--- config.mk ---
export PLATFORM = sky130hd
export DESIGN_NAME = posit_mac_seq_flat
export DESIGN_NICKNAME = d
export VERILOG_FILES = /design/src/rtl/posit_mac_seq_if.sv /design/src/rtl/posit_mac_seq.sv /design/src/flat_wrapper.sv
export SDC_FILE = /design/constraint.sdc
export NUM_CORES = 1
export LEC_CHECK = 0
export ABC_AREA = 1
export CAP_MARGIN = 20
export CORE_MARGIN = 3
export CORE_UTILIZATION = 30
export CTS_BUF_LIST = sky130_fd_sc_hd__clkbuf_2 sky130_fd_sc_hd__clkbuf_4 sky130_fd_sc_hd__clkbuf_8
export DETAILED_ROUTE_END_ITERATION = 16
export PLACE_DENSITY = 0.61
export REMOVE_ABC_BUFFERS = 1
export SLEW_MARGIN = 10
export SYNTH_ARGS = -nofsm -noshare
export SYNTH_HDL_FRONTEND = slang
export SYNTH_SLANG_ARGS = --single-unit
--- constraint.sdc ---
create_clock -name CLK -period 1.85 [get_ports CLK]
set_input_delay 0.4625 -clock CLK [delete_from_list [all_inputs] [get_ports CLK]]
set_output_delay 0.4625 -clock CLK [all_outputs]
set_load 0.02 [all_outputs]
--- src/rtl/posit_mac_seq_if.sv ---
// posit_mac_seq_if -- bundle of all non-clock/reset signals of posit_mac_seq.
//   Command : START, USE_BIAS, BIAS_IN, ABORT
//   Stream  : S_VALID, S_READY, S_A, S_B, S_LAST
//   MAC pins: IN1, IN2, BIAS, MAC_EN, PURGE, BIAS_EN, RESULT_REQ_PLS, MAC_OUT
//   Result  : RES, RES_CNT, RES_VALID, RES_READY
//   Status  : BUSY
// master = environment side (producer, MAC, result consumer); slave = sequencer.
interface posit_mac_seq_if #(
    parameter int N     = 8,
    parameter int LEN_W = 10
);
    logic             START;
    logic             USE_BIAS;
    logic [N-1:0]     BIAS_IN;
    logic             ABORT;
    logic             S_VALID;
    logic             S_READY;
    logic [N-1:0]     S_A;
    logic [N-1:0]     S_B;
    logic             S_LAST;
    logic [N-1:0]     IN1;
    logic [N-1:0]     IN2;
    logic [N-1:0]     BIAS;
    logic             MAC_EN;
    logic             PURGE;
    logic             BIAS_EN;
    logic             RESULT_REQ_PLS;
    logic [N-1:0]     MAC_OUT;
    logic [N-1:0]     RES;
    logic [LEN_W-1:0] RES_CNT;
    logic             RES_VALID;
    logic             RES_READY;
    logic             BUSY;

    modport master (
        output START, USE_BIAS, BIAS_IN, ABORT, S_VALID, S_A, S_B, S_LAST,
               MAC_OUT, RES_READY,
        input  S_READY, IN1, IN2, BIAS, MAC_EN, PURGE, BIAS_EN, RESULT_REQ_PLS,
               RES, RES_CNT, RES_VALID, BUSY
    );

    modport slave (
        input  START, USE_BIAS, BIAS_IN, ABORT, S_VALID, S_A, S_B, S_LAST,
               MAC_OUT, RES_READY,
        output S_READY, IN1, IN2, BIAS, MAC_EN, PURGE, BIAS_EN, RESULT_REQ_PLS,
               RES, RES_CNT, RES_VALID, BUSY
    );
endinterface

--- src/rtl/posit_mac_seq.sv ---
// posit_mac_seq -- operand sequencer in front of an N-bit es=0 posit MAC.
// Takes one dot-product job at a time (START + optional bias, then a
// valid/ready stream of operand pairs ending on S_LAST), drives the MAC
// control pins, and captures the rounded MAC output into a held result
// register with a valid/ready handshake.
//
// Ports:
//   CLK    - clock, rising edge
//   RESET  - asynchronous active-low reset; all outputs 0, state IDLE
//   bus    - posit_mac_seq_if.slave (command, stream, MAC pins, result, BUSY)
// Parameters:
//   N       - posit width (must match the interface)
//   LEN_W   - pair counter width (saturating)
//   MAC_LAT - MAC latency from the RESULT_REQ_PLS cycle to OUT valid, 1..15
// Build option:
//   POSIT_SEQ_ZERO_SKIP_EN - when defined, pairs with a zero operand (and no
//   NaR operand) are consumed and counted but do not raise MAC_EN.
module posit_mac_seq #(
    parameter int N       = 8,
    parameter int LEN_W   = 10,
    parameter int MAC_LAT = 3
) (
    input logic            CLK,
    input logic            RESET,
    posit_mac_seq_if.slave bus
);
    localparam int            WCNT_W = 4;
    localparam logic [N-1:0]  NAR    = {1'b1, {(N-1){1'b0}}};

    typedef enum logic [2:0] {
        ST_IDLE, ST_CLR, ST_LDB, ST_STRM, ST_REQ, ST_WAIT, ST_HOLD
    } state_e;

    state_e             state_q, state_d;
    logic               use_bias_q, abort_q;
    logic [N-1:0]       bias_q, in1_q, in2_q, res_q;
    logic               mac_en_q, purge_q, bias_en_q, req_q;
    logic               s_ready_q, res_valid_q, busy_q;
    logic [LEN_W-1:0]   cnt_q, res_cnt_q;
    logic [WCNT_W-1:0]  wcnt_q;

    logic hs, abort_go, skip, cnt_sat;

    assign hs       = s_ready_q & bus.S_VALID;
    assign abort_go = bus.ABORT & (state_q != ST_IDLE);
    assign cnt_sat  = &cnt_q;

`ifdef POSIT_SEQ_ZERO_SKIP_EN
    // A zero product contributes nothing, but NaR must still reach the quire.
    assign skip = ((bus.S_A == '0) || (bus.S_B == '0)) &&
                  (bus.S_A != NAR) && (bus.S_B != NAR);
`else
    assign skip = 1'b0;
`endif

    always_comb begin
        state_d = state_q;
        if (abort_go) begin
            state_d = ST_CLR;
        end else begin
            case (state_q)
                ST_IDLE: if (bus.START) state_d = ST_CLR;
                // abort_q marks a cancel purge: no bias load, straight to IDLE
                ST_CLR:  state_d = abort_q ? ST_IDLE : (use_bias_q ? ST_LDB : ST_STRM);
                ST_LDB:  state_d = ST_STRM;
                ST_STRM: if (hs && bus.S_LAST) state_d = ST_REQ;
                ST_REQ:  state_d = ST_WAIT;
                ST_WAIT: if (wcnt_q == '0) state_d = ST_HOLD;
                ST_HOLD: if (bus.RES_READY) state_d = ST_IDLE;
                default: state_d = ST_IDLE;
            endcase
        end
    end

    always_ff @(posedge CLK or negedge RESET) begin
        if (!RESET) begin
            state_q     <= ST_IDLE;
            use_bias_q  <= 1'b0;
            abort_q     <= 1'b0;
            bias_q      <= '0;
            in1_q       <= '0;
            in2_q       <= '0;
            res_q       <= '0;
            mac_en_q    <= 1'b0;
            purge_q     <= 1'b0;
            bias_en_q   <= 1'b0;
            req_q       <= 1'b0;
            s_ready_q   <= 1'b0;
            res_valid_q <= 1'b0;
            busy_q      <= 1'b0;
            cnt_q       <= '0;
            res_cnt_q   <= '0;
            wcnt_q      <= '0;
        end else begin
            state_q     <= state_d;
            // Control outputs are decoded from the next state so they are
            // registered yet line up with the state they belong to.
            purge_q     <= (state_d == ST_CLR);
            bias_en_q   <= (state_d == ST_LDB);
            s_ready_q   <= (state_d == ST_STRM);
            busy_q      <= (state_d != ST_IDLE);
            res_valid_q <= (state_d == ST_HOLD);
            // REQ state is the cycle of the final MAC_EN; the round request
            // goes out in the following cycle, on the way into WAIT.
            req_q       <= (state_q == ST_REQ) && !abort_go;
            mac_en_q    <= hs && !abort_go && !skip;

            if (abort_go)
                abort_q <= 1'b1;
            else if (state_q == ST_CLR)
                abort_q <= 1'b0;

            if (state_q == ST_IDLE && bus.START) begin
                use_bias_q <= bus.USE_BIAS;
                bias_q     <= bus.BIAS_IN;
                cnt_q      <= '0;
            end

            if (hs && !abort_go) begin
                in1_q <= bus.S_A;
                in2_q <= bus.S_B;
                if (!cnt_sat)
                    cnt_q <= cnt_q + 1'b1;
            end

            // Loaded with MAC_LAT (not MAC_LAT-1) because the request pulse
            // itself occupies the first WAIT cycle; capture then samples OUT
            // in the MAC_LAT-th cycle after the pulse.
            if (state_q == ST_REQ)
                wcnt_q <= WCNT_W'(MAC_LAT);
            else if (state_q == ST_WAIT && wcnt_q != '0)
                wcnt_q <= wcnt_q - 1'b1;

            if (state_q == ST_WAIT && state_d == ST_HOLD) begin
                res_q     <= bus.MAC_OUT;
                res_cnt_q <= cnt_q;
            end
        end
    end

    assign bus.S_READY        = s_ready_q;
    assign bus.IN1            = in1_q;
    assign bus.IN2            = in2_q;
    assign bus.BIAS           = bias_q;
    assign bus.MAC_EN         = mac_en_q;
    assign bus.PURGE          = purge_q;
    assign bus.BIAS_EN        = bias_en_q;
    assign bus.RESULT_REQ_PLS = req_q;
    assign bus.RES            = res_q;
    assign bus.RES_CNT        = res_cnt_q;
    assign bus.RES_VALID      = res_valid_q;
    assign bus.BUSY           = busy_q;
endmodule
--- src/flat_wrapper.sv ---
// flat-port wrapper written by rule: the top's interface ports become plain ports
module posit_mac_seq_flat 
#(
    parameter int N       = 8,
    parameter int LEN_W   = 10,
    parameter int MAC_LAT = 3
)
  (CLK, RESET, bus_START, bus_USE_BIAS, bus_BIAS_IN, bus_ABORT, bus_S_VALID, bus_S_A, bus_S_B, bus_S_LAST, bus_MAC_OUT, bus_RES_READY, bus_S_READY, bus_IN1, bus_IN2, bus_BIAS, bus_MAC_EN, bus_PURGE, bus_BIAS_EN, bus_RESULT_REQ_PLS, bus_RES, bus_RES_CNT, bus_RES_VALID, bus_BUSY);
  posit_mac_seq_if #(.N(N), .LEN_W(LEN_W)) bus_i ();
  input logic CLK;
  input logic RESET;
  input wire logic [$bits(bus_i.START)-1:0] bus_START;
  input wire logic [$bits(bus_i.USE_BIAS)-1:0] bus_USE_BIAS;
  input wire logic [$bits(bus_i.BIAS_IN)-1:0] bus_BIAS_IN;
  input wire logic [$bits(bus_i.ABORT)-1:0] bus_ABORT;
  input wire logic [$bits(bus_i.S_VALID)-1:0] bus_S_VALID;
  input wire logic [$bits(bus_i.S_A)-1:0] bus_S_A;
  input wire logic [$bits(bus_i.S_B)-1:0] bus_S_B;
  input wire logic [$bits(bus_i.S_LAST)-1:0] bus_S_LAST;
  input wire logic [$bits(bus_i.MAC_OUT)-1:0] bus_MAC_OUT;
  input wire logic [$bits(bus_i.RES_READY)-1:0] bus_RES_READY;
  output wire logic [$bits(bus_i.S_READY)-1:0] bus_S_READY;
  output wire logic [$bits(bus_i.IN1)-1:0] bus_IN1;
  output wire logic [$bits(bus_i.IN2)-1:0] bus_IN2;
  output wire logic [$bits(bus_i.BIAS)-1:0] bus_BIAS;
  output wire logic [$bits(bus_i.MAC_EN)-1:0] bus_MAC_EN;
  output wire logic [$bits(bus_i.PURGE)-1:0] bus_PURGE;
  output wire logic [$bits(bus_i.BIAS_EN)-1:0] bus_BIAS_EN;
  output wire logic [$bits(bus_i.RESULT_REQ_PLS)-1:0] bus_RESULT_REQ_PLS;
  output wire logic [$bits(bus_i.RES)-1:0] bus_RES;
  output wire logic [$bits(bus_i.RES_CNT)-1:0] bus_RES_CNT;
  output wire logic [$bits(bus_i.RES_VALID)-1:0] bus_RES_VALID;
  output wire logic [$bits(bus_i.BUSY)-1:0] bus_BUSY;
  assign bus_i.START = bus_START;
  assign bus_i.USE_BIAS = bus_USE_BIAS;
  assign bus_i.BIAS_IN = bus_BIAS_IN;
  assign bus_i.ABORT = bus_ABORT;
  assign bus_i.S_VALID = bus_S_VALID;
  assign bus_i.S_A = bus_S_A;
  assign bus_i.S_B = bus_S_B;
  assign bus_i.S_LAST = bus_S_LAST;
  assign bus_i.MAC_OUT = bus_MAC_OUT;
  assign bus_i.RES_READY = bus_RES_READY;
  assign bus_S_READY = bus_i.S_READY;
  assign bus_IN1 = bus_i.IN1;
  assign bus_IN2 = bus_i.IN2;
  assign bus_BIAS = bus_i.BIAS;
  assign bus_MAC_EN = bus_i.MAC_EN;
  assign bus_PURGE = bus_i.PURGE;
  assign bus_BIAS_EN = bus_i.BIAS_EN;
  assign bus_RESULT_REQ_PLS = bus_i.RESULT_REQ_PLS;
  assign bus_RES = bus_i.RES;
  assign bus_RES_CNT = bus_i.RES_CNT;
  assign bus_RES_VALID = bus_i.RES_VALID;
  assign bus_BUSY = bus_i.BUSY;
  posit_mac_seq #(.N(N), .LEN_W(LEN_W), .MAC_LAT(MAC_LAT)) u_core (.CLK(CLK), .RESET(RESET), .bus(bus_i));
endmodule
### Word-level counts from Yosys, hierarchy flattened

Index checks and enable logic that the tools add are counted.

| operators by class | value |
|---|---|
| add/subtract/negate cells | 2 |
| multiply operators | 0 |
| divide/modulo/power cells | 0 |
| $lt $le $gt $ge | 0 |
| eq/ne operators | 10 |
| shift operators | 0 |
| multiplexer cells | 15 |
| bitwise gates (word level) | 2 |
| reductions and logical operators | 15 |

Operator list:

| cell | number |
|---|---|
| 10-bit two-way mux | 3 |
| 3-bit case mux with 7 select lines | 1 |
| 3-bit two-way mux | 6 |
| 3-bit by 2-bit equality test with 1-bit output (second input constant) | 4 |
| 3-bit equality test (second input constant) | 4 |
| 10-bit by 1-bit adder with 10-bit output (second input constant) | 1 |
| 10-bit AND reduction | 1 |
| 4-bit two-way mux | 2 |
| 3-bit by 1-bit equality test with 1-bit output (second input constant) | 2 |
| 1-bit logical AND | 6 |
| 3-bit nonzero test | 2 |
| 4-bit logical NOT | 1 |
| 2-bit nonzero test | 2 |
| 4-bit nonzero test | 1 |
| 4-bit by 1-bit subtractor with 4-bit output (second input constant) | 1 |
| 3-bit logical NOT | 1 |
| 1-bit two-way mux | 3 |
| 1-bit AND | 2 |
| 1-bit logical NOT | 1 |

| storage, ports and cells | value |
|---|---|
| bits in registers | 68 |
| latch bits | 0 |
| bits in writable memories | 0 |
| memory bits (read-only) | 0 |
| bits of input ports | 40 |
| output and inout port bits | 49 |
| logic and storage cells | 61 |
| memories | 0 |

### Depth between registers and ports, before layout

| depth | value |
|---|---|
| depth after elaboration | 7 |
| depth in mapped cells | 11 |
| gate-level depth less buffers | 10 |

### Worst setup path after synthesis

No wires, ideal clock.

| timing | value |
|---|---|
| path type | register -> register |
| start point | register u_core.wcnt_q[0] |
| end point | register u_core.res_cnt_q[7], in the netlist u_core.bus.RES_CNT[7] |
| setup time | 117 ps |
| arrival time | 1325 ps |
| required time | 1733 ps |
| slack | 408 ps |
| stages on the path, launching flop included | 11 |
| path buffers | 2 |
| clock period less this slack | 1442 ps |
| path through | dfrtp_1 inv_1 ha_1 nand3_1 nor2_1 nor2_1 nand2_2 buf_6 buf_6 nand4_1 nand2_1 |

| between the ends | value |
|---|---|
| cells in the longest elaborated chain, start to end | 6 |

RTL lines:

| what | RTL line | RTL |
|---|---|---|
| from (decl) | posit_mac_seq.sv:40 | `logic [WCNT_W-1:0] wcnt_q;` |
| from (signal assigned) | posit_mac_seq.sv:130 | `wcnt_q <= WCNT_W'(MAC_LAT);` |
| from (signal assigned) | posit_mac_seq.sv:132 | `wcnt_q <= wcnt_q - 1'b1;` |
| 4-bit logical NOT | posit_mac_seq.sv:68 | `ST_WAIT: if (wcnt_q == '0) state_d = ST_HOLD;` |
| 3-bit two-way mux | posit_mac_seq.sv:68 |  |
| 3-bit case mux with 7 select lines | posit_mac_seq.sv:61 | `case (state_q)` |
| 3-bit two-way mux | posit_mac_seq.sv:58 | `if (abort_go) begin` |
| 3-bit equality test | posit_mac_seq.sv:134 | `if (state_q == ST_WAIT && state_d == ST_HOLD) begin` |
| 1-bit logical AND | posit_mac_seq.sv:134 |  |
| to (signal assigned) | posit_mac_seq.sv:136 | `res_cnt_q <= cnt_q;` |
| to (decl) | posit_mac_seq.sv:39 | `logic [LEN_W-1:0] cnt_q, res_cnt_q;` |

No other way between the ends.
A chain may end at the register's enable or synchronous reset.

### Final worst setup path

| timing | value |
|---|---|
| start point | register u_core.in1_q[3], in the netlist u_core.bus.IN1[3] |
| end point | output port bus_IN1[3] |

RTL lines:

| what | RTL line | RTL |
|---|---|---|
| from (decl) | posit_mac_seq.sv:36 | `logic [N-1:0] bias_q, in1_q, in2_q, res_q;` |
| from (signal assigned) | posit_mac_seq.sv:120 | `in1_q <= bus.S_A;` |
| to (decl) | flat_wrapper.sv:23 | `output wire logic [$bits(bus_i.IN1)-1:0] bus_IN1;` |

No word-level cell between the ends.

==> results.toml <==
[run_status]
outcome = "finished, final reports clean"

[worst_setup_path]
crit_chain = "clkdlybuf4s50_1"
end_kind = "output port"
required_ns = 1.39
crit_path_max_fanout = 2
critPathBufInv = 1
critPathArrivalTime_ns = 1.32
rr_startpoint = "u_core.cnt_q[0]$_DFF_PN0_"
max_stage_delay_ns = 0.62
slowest_stage = "clkdlybuf4s50_1"
cp.depth = 1
crit_family = "buffers and inverters"
worstReg2RegEnd = "u_core.cnt_q[3]$_DFF_PN0_"
regToRegSetupSlack_ns = 0.19
crit_end = "bus_IN1[3]"
reg2reg_depth = 8
critPathLaunch = "u_core.bus.IN1[3]$_DFFE_PN0P_"
path_class = "flop to output port"
start_kind = "flop"

[sta]
grt_setup_unrepaired = "no"
setup_viol_count_final = 0
finalHoldViolations = 0
max_freq_ghz = 0.562
final_max_slew_viol_count = 0
fin_tns_setup_ns = 0
min_period_ns = 1.78
timing.slew.headroom_pct = 74.2
worst_pin_slew_ns = 0.387
period_share_pct = 96.2
worst_slack_ns = 0.0705
holdWs_ns = 0.0357
fin_skew_ns = 0.00923

[clocking]
cts_made_buffers = 9
postCtsSetupRepairBufs = 0
cts_tree = "built"
cts_max_level = 3
cts_num_sinks = 68
clockBufferDepth = 2
cts_root_buf = "clkbuf_8"
clkLatencyLatePin_ns = 0.34
clk_pin_slew_ns = 0.08

[power]
p_total_uw = 5840
p_leak_uw = 0.00215
ir_worst_vdd_uv = 754
cellPowerDensity_mw_per_mm2 = 1340

[placed_design]
place_inst = 548
preCtsSetupSlack_ns = -0.103
gp_congestion = 0.822
port_buffers = 88
dpl.hpwl_um = 5090

[drt]
wl_per_cell_um = 12.5
ant_nets = 0
drc = 0
drt_iter0_markers = 66
vias = 2474
first_pass_iters = 4
routed_wl_um = 7020
via_per_inst = 4.39

[synthesis]
synth_area_mm2 = 0.00301
synth_edf_count = 0
syn_avg_cell_area_um2 = 9.16
syn-instance-count = 329
ys.flop_type = "dfrtp_1"
yosys_warnings = 0
synth-seq-cells = 68
async_flop_share_pct = 100
yosysSeqAreaShare_pct = 56.5
synth_cell_types = 27

[final_layout]
insertedDiodeCount = 0
final_nets = 472
final_cell_mix = "125 x nand2_1, 84 x clkdlybuf4s50_1, 68 x dfrtp_1"
final_layout_size_suffix_gt1_share_pct = 12.6
instances_no_fill = 564
syn2layout_area_growth_pct = 44.5
layout_commonest_cell = "nand2_1"

[run]
maxCapViolations = 0

[global_routing]
grt.total_usage_pct = 13.2
globalRouteOverflowTotal = 0
grt_pass1_wl_um = 12000
grt_pass1_vias = 2561
grt_max_degree = 37
antenna_found_initial = 0

[hold_path]
hold_path_class = "input pin to async pin"

[floorplanning]
coreArea_mm2 = 0.00950
ios = 89
fp.dieArea_mm2 = 0.0113
rows = 35
dieWidth_um = 106
start_util_pct = 31.7
die_y_um = 106
## cell type report
class / instances / area [um^2]
Timing Repair Buffer: 102 / 1040
Tap cell: 129 / 161
Multi-Input combinational cell: 223 / 1110
Clock inverter: 6 / 111
Sequential cell: 68 / 1700
Inverter: 26 / 100
Clock buffer: 10 / 131
Fill cell: 935 / 5150
## sequential cells by signal (all words and copies together), names as in the netlist
signal                     cells
u_core.bus.RES                 8
u_core.abort_q                 1
u_core.bus.IN2                 8
u_core.wcnt_q                  4
u_core.bus.S_READY             1
u_core.bus.RES_VALID           1
u_core.state_q                 3
u_core.bus.IN1                 8
u_core.bus.BUSY                1
u_core.bus.BIAS                8
u_core.use_bias_q              1
u_core.bus.BIAS_EN             1
u_core.cnt_q                  10
u_core.bus.RES_CNT            10
u_core.bus.MAC_EN              1
u_core.bus.PURGE               1
u_core.bus.RESULT_REQ_PLS      1
## worst min path at each step
stage / start / to / depth (start not counted)
after detailed placement: RESET / u_core.bus.RES_VALID$_DFF_PN0_ / 1
after global routing: RESET / u_core.bus.RES_VALID$_DFF_PN0_ / 1
after global placement: RESET / u_core.bus.BIAS_EN$_DFF_PN0_ / 1
after floorplan: RESET / u_core.abort_q$_DFFE_PN0P_ / 0
after CTS: RESET / u_core.bus.RES_VALID$_DFF_PN0_ / 1
final: RESET / u_core.state_q[0]$_DFF_PN0_ / 1
## routing by layer
metal | part of all wire [%] | vias to the layer above | routed length [um] | global-route usage (%)
met3 | 8.1 | 8 | 569 | 5.65
met1 | 45 | 1135 | 3150 | 16.4
li1 | - | 1254 | - | -
met4 | 1.0 | 0 | 73 | 3.61
met2 | 46 | 77 | 3240 | 21.1
met5 | 0 | - | 0 | 0
## report_power, final
| part | leakage, uW | switching [uW] | total [uW] | internal (uW) |
|---|---|---|---|---|
| sequential | 0.000889 | 256 | 2150 | 1890 |
| clock | 0.000120 | 576 | 1490 | 913 |
| combinational | 0.00114 | 1170 | 2200 | 1030 |
## what timing repair did
item / CTS / global route
endpoints found under the hold margin: 0 / 0
gates resized for setup: 0 / 3
setup endpoints to repair: 0 / 3
hold buffers: 0 / 0
## cell usage after synthesis, types with 2 or more instances
library cell / instances / share of area (%)
a21oi_1: 3 / 0.50
buf_2: 4 / 0.66
buf_4: 3 / 0.75
buf_6: 4 / 1.5
dfrtp_1: 68 / 56
ha_1: 2 / 0.83
inv_1: 22 / 2.7
inv_2: 3 / 0.37
mux2_2: 9 / 3.4
nand2_1: 125 / 16
nand2_2: 4 / 0.83
nand3_1: 18 / 3.0
nand4_1: 19 / 3.9
nor2_1: 12 / 1.5
nor2_2: 2 / 0.42
nor3_1: 4 / 0.66
o21ai_0: 12 / 2.0
xnor2_1: 2 / 0.58
xor2_1: 5 / 1.5
## cells by family (layout without fill, tap and decap cells)
group | Yosys count | count (layout) | share of synthesized area [%]
AO/OA/AOI/OAI | 17 | 17 | 3.03
flip-flops | 68 | 68 | 56.5
buffers and inverters | 38 | 144 | 6.72
adder cells (fa/ha/maj) | 2 | 2 | 0.830
AND/OR/NAND/NOR | 188 | 188 | 27.6
XOR/XNOR | 7 | 7 | 2.03
multiplexers | 9 | 9 | 3.36
## through the flow
| stage | utilization [%] | cell area, um^2 |
|---|---|---|
| after floorplan | - | 2910 |
| after global placement | 43.2 | 4100 |
| after detailed placement | 43.2 | 4100 |
| after CTS | 45.7 | 4350 |
| after global routing | 45.8 | 4350 |
| final | 45.8 | 4350 |
No activity file was read; power rests on OpenSTA's default activity.
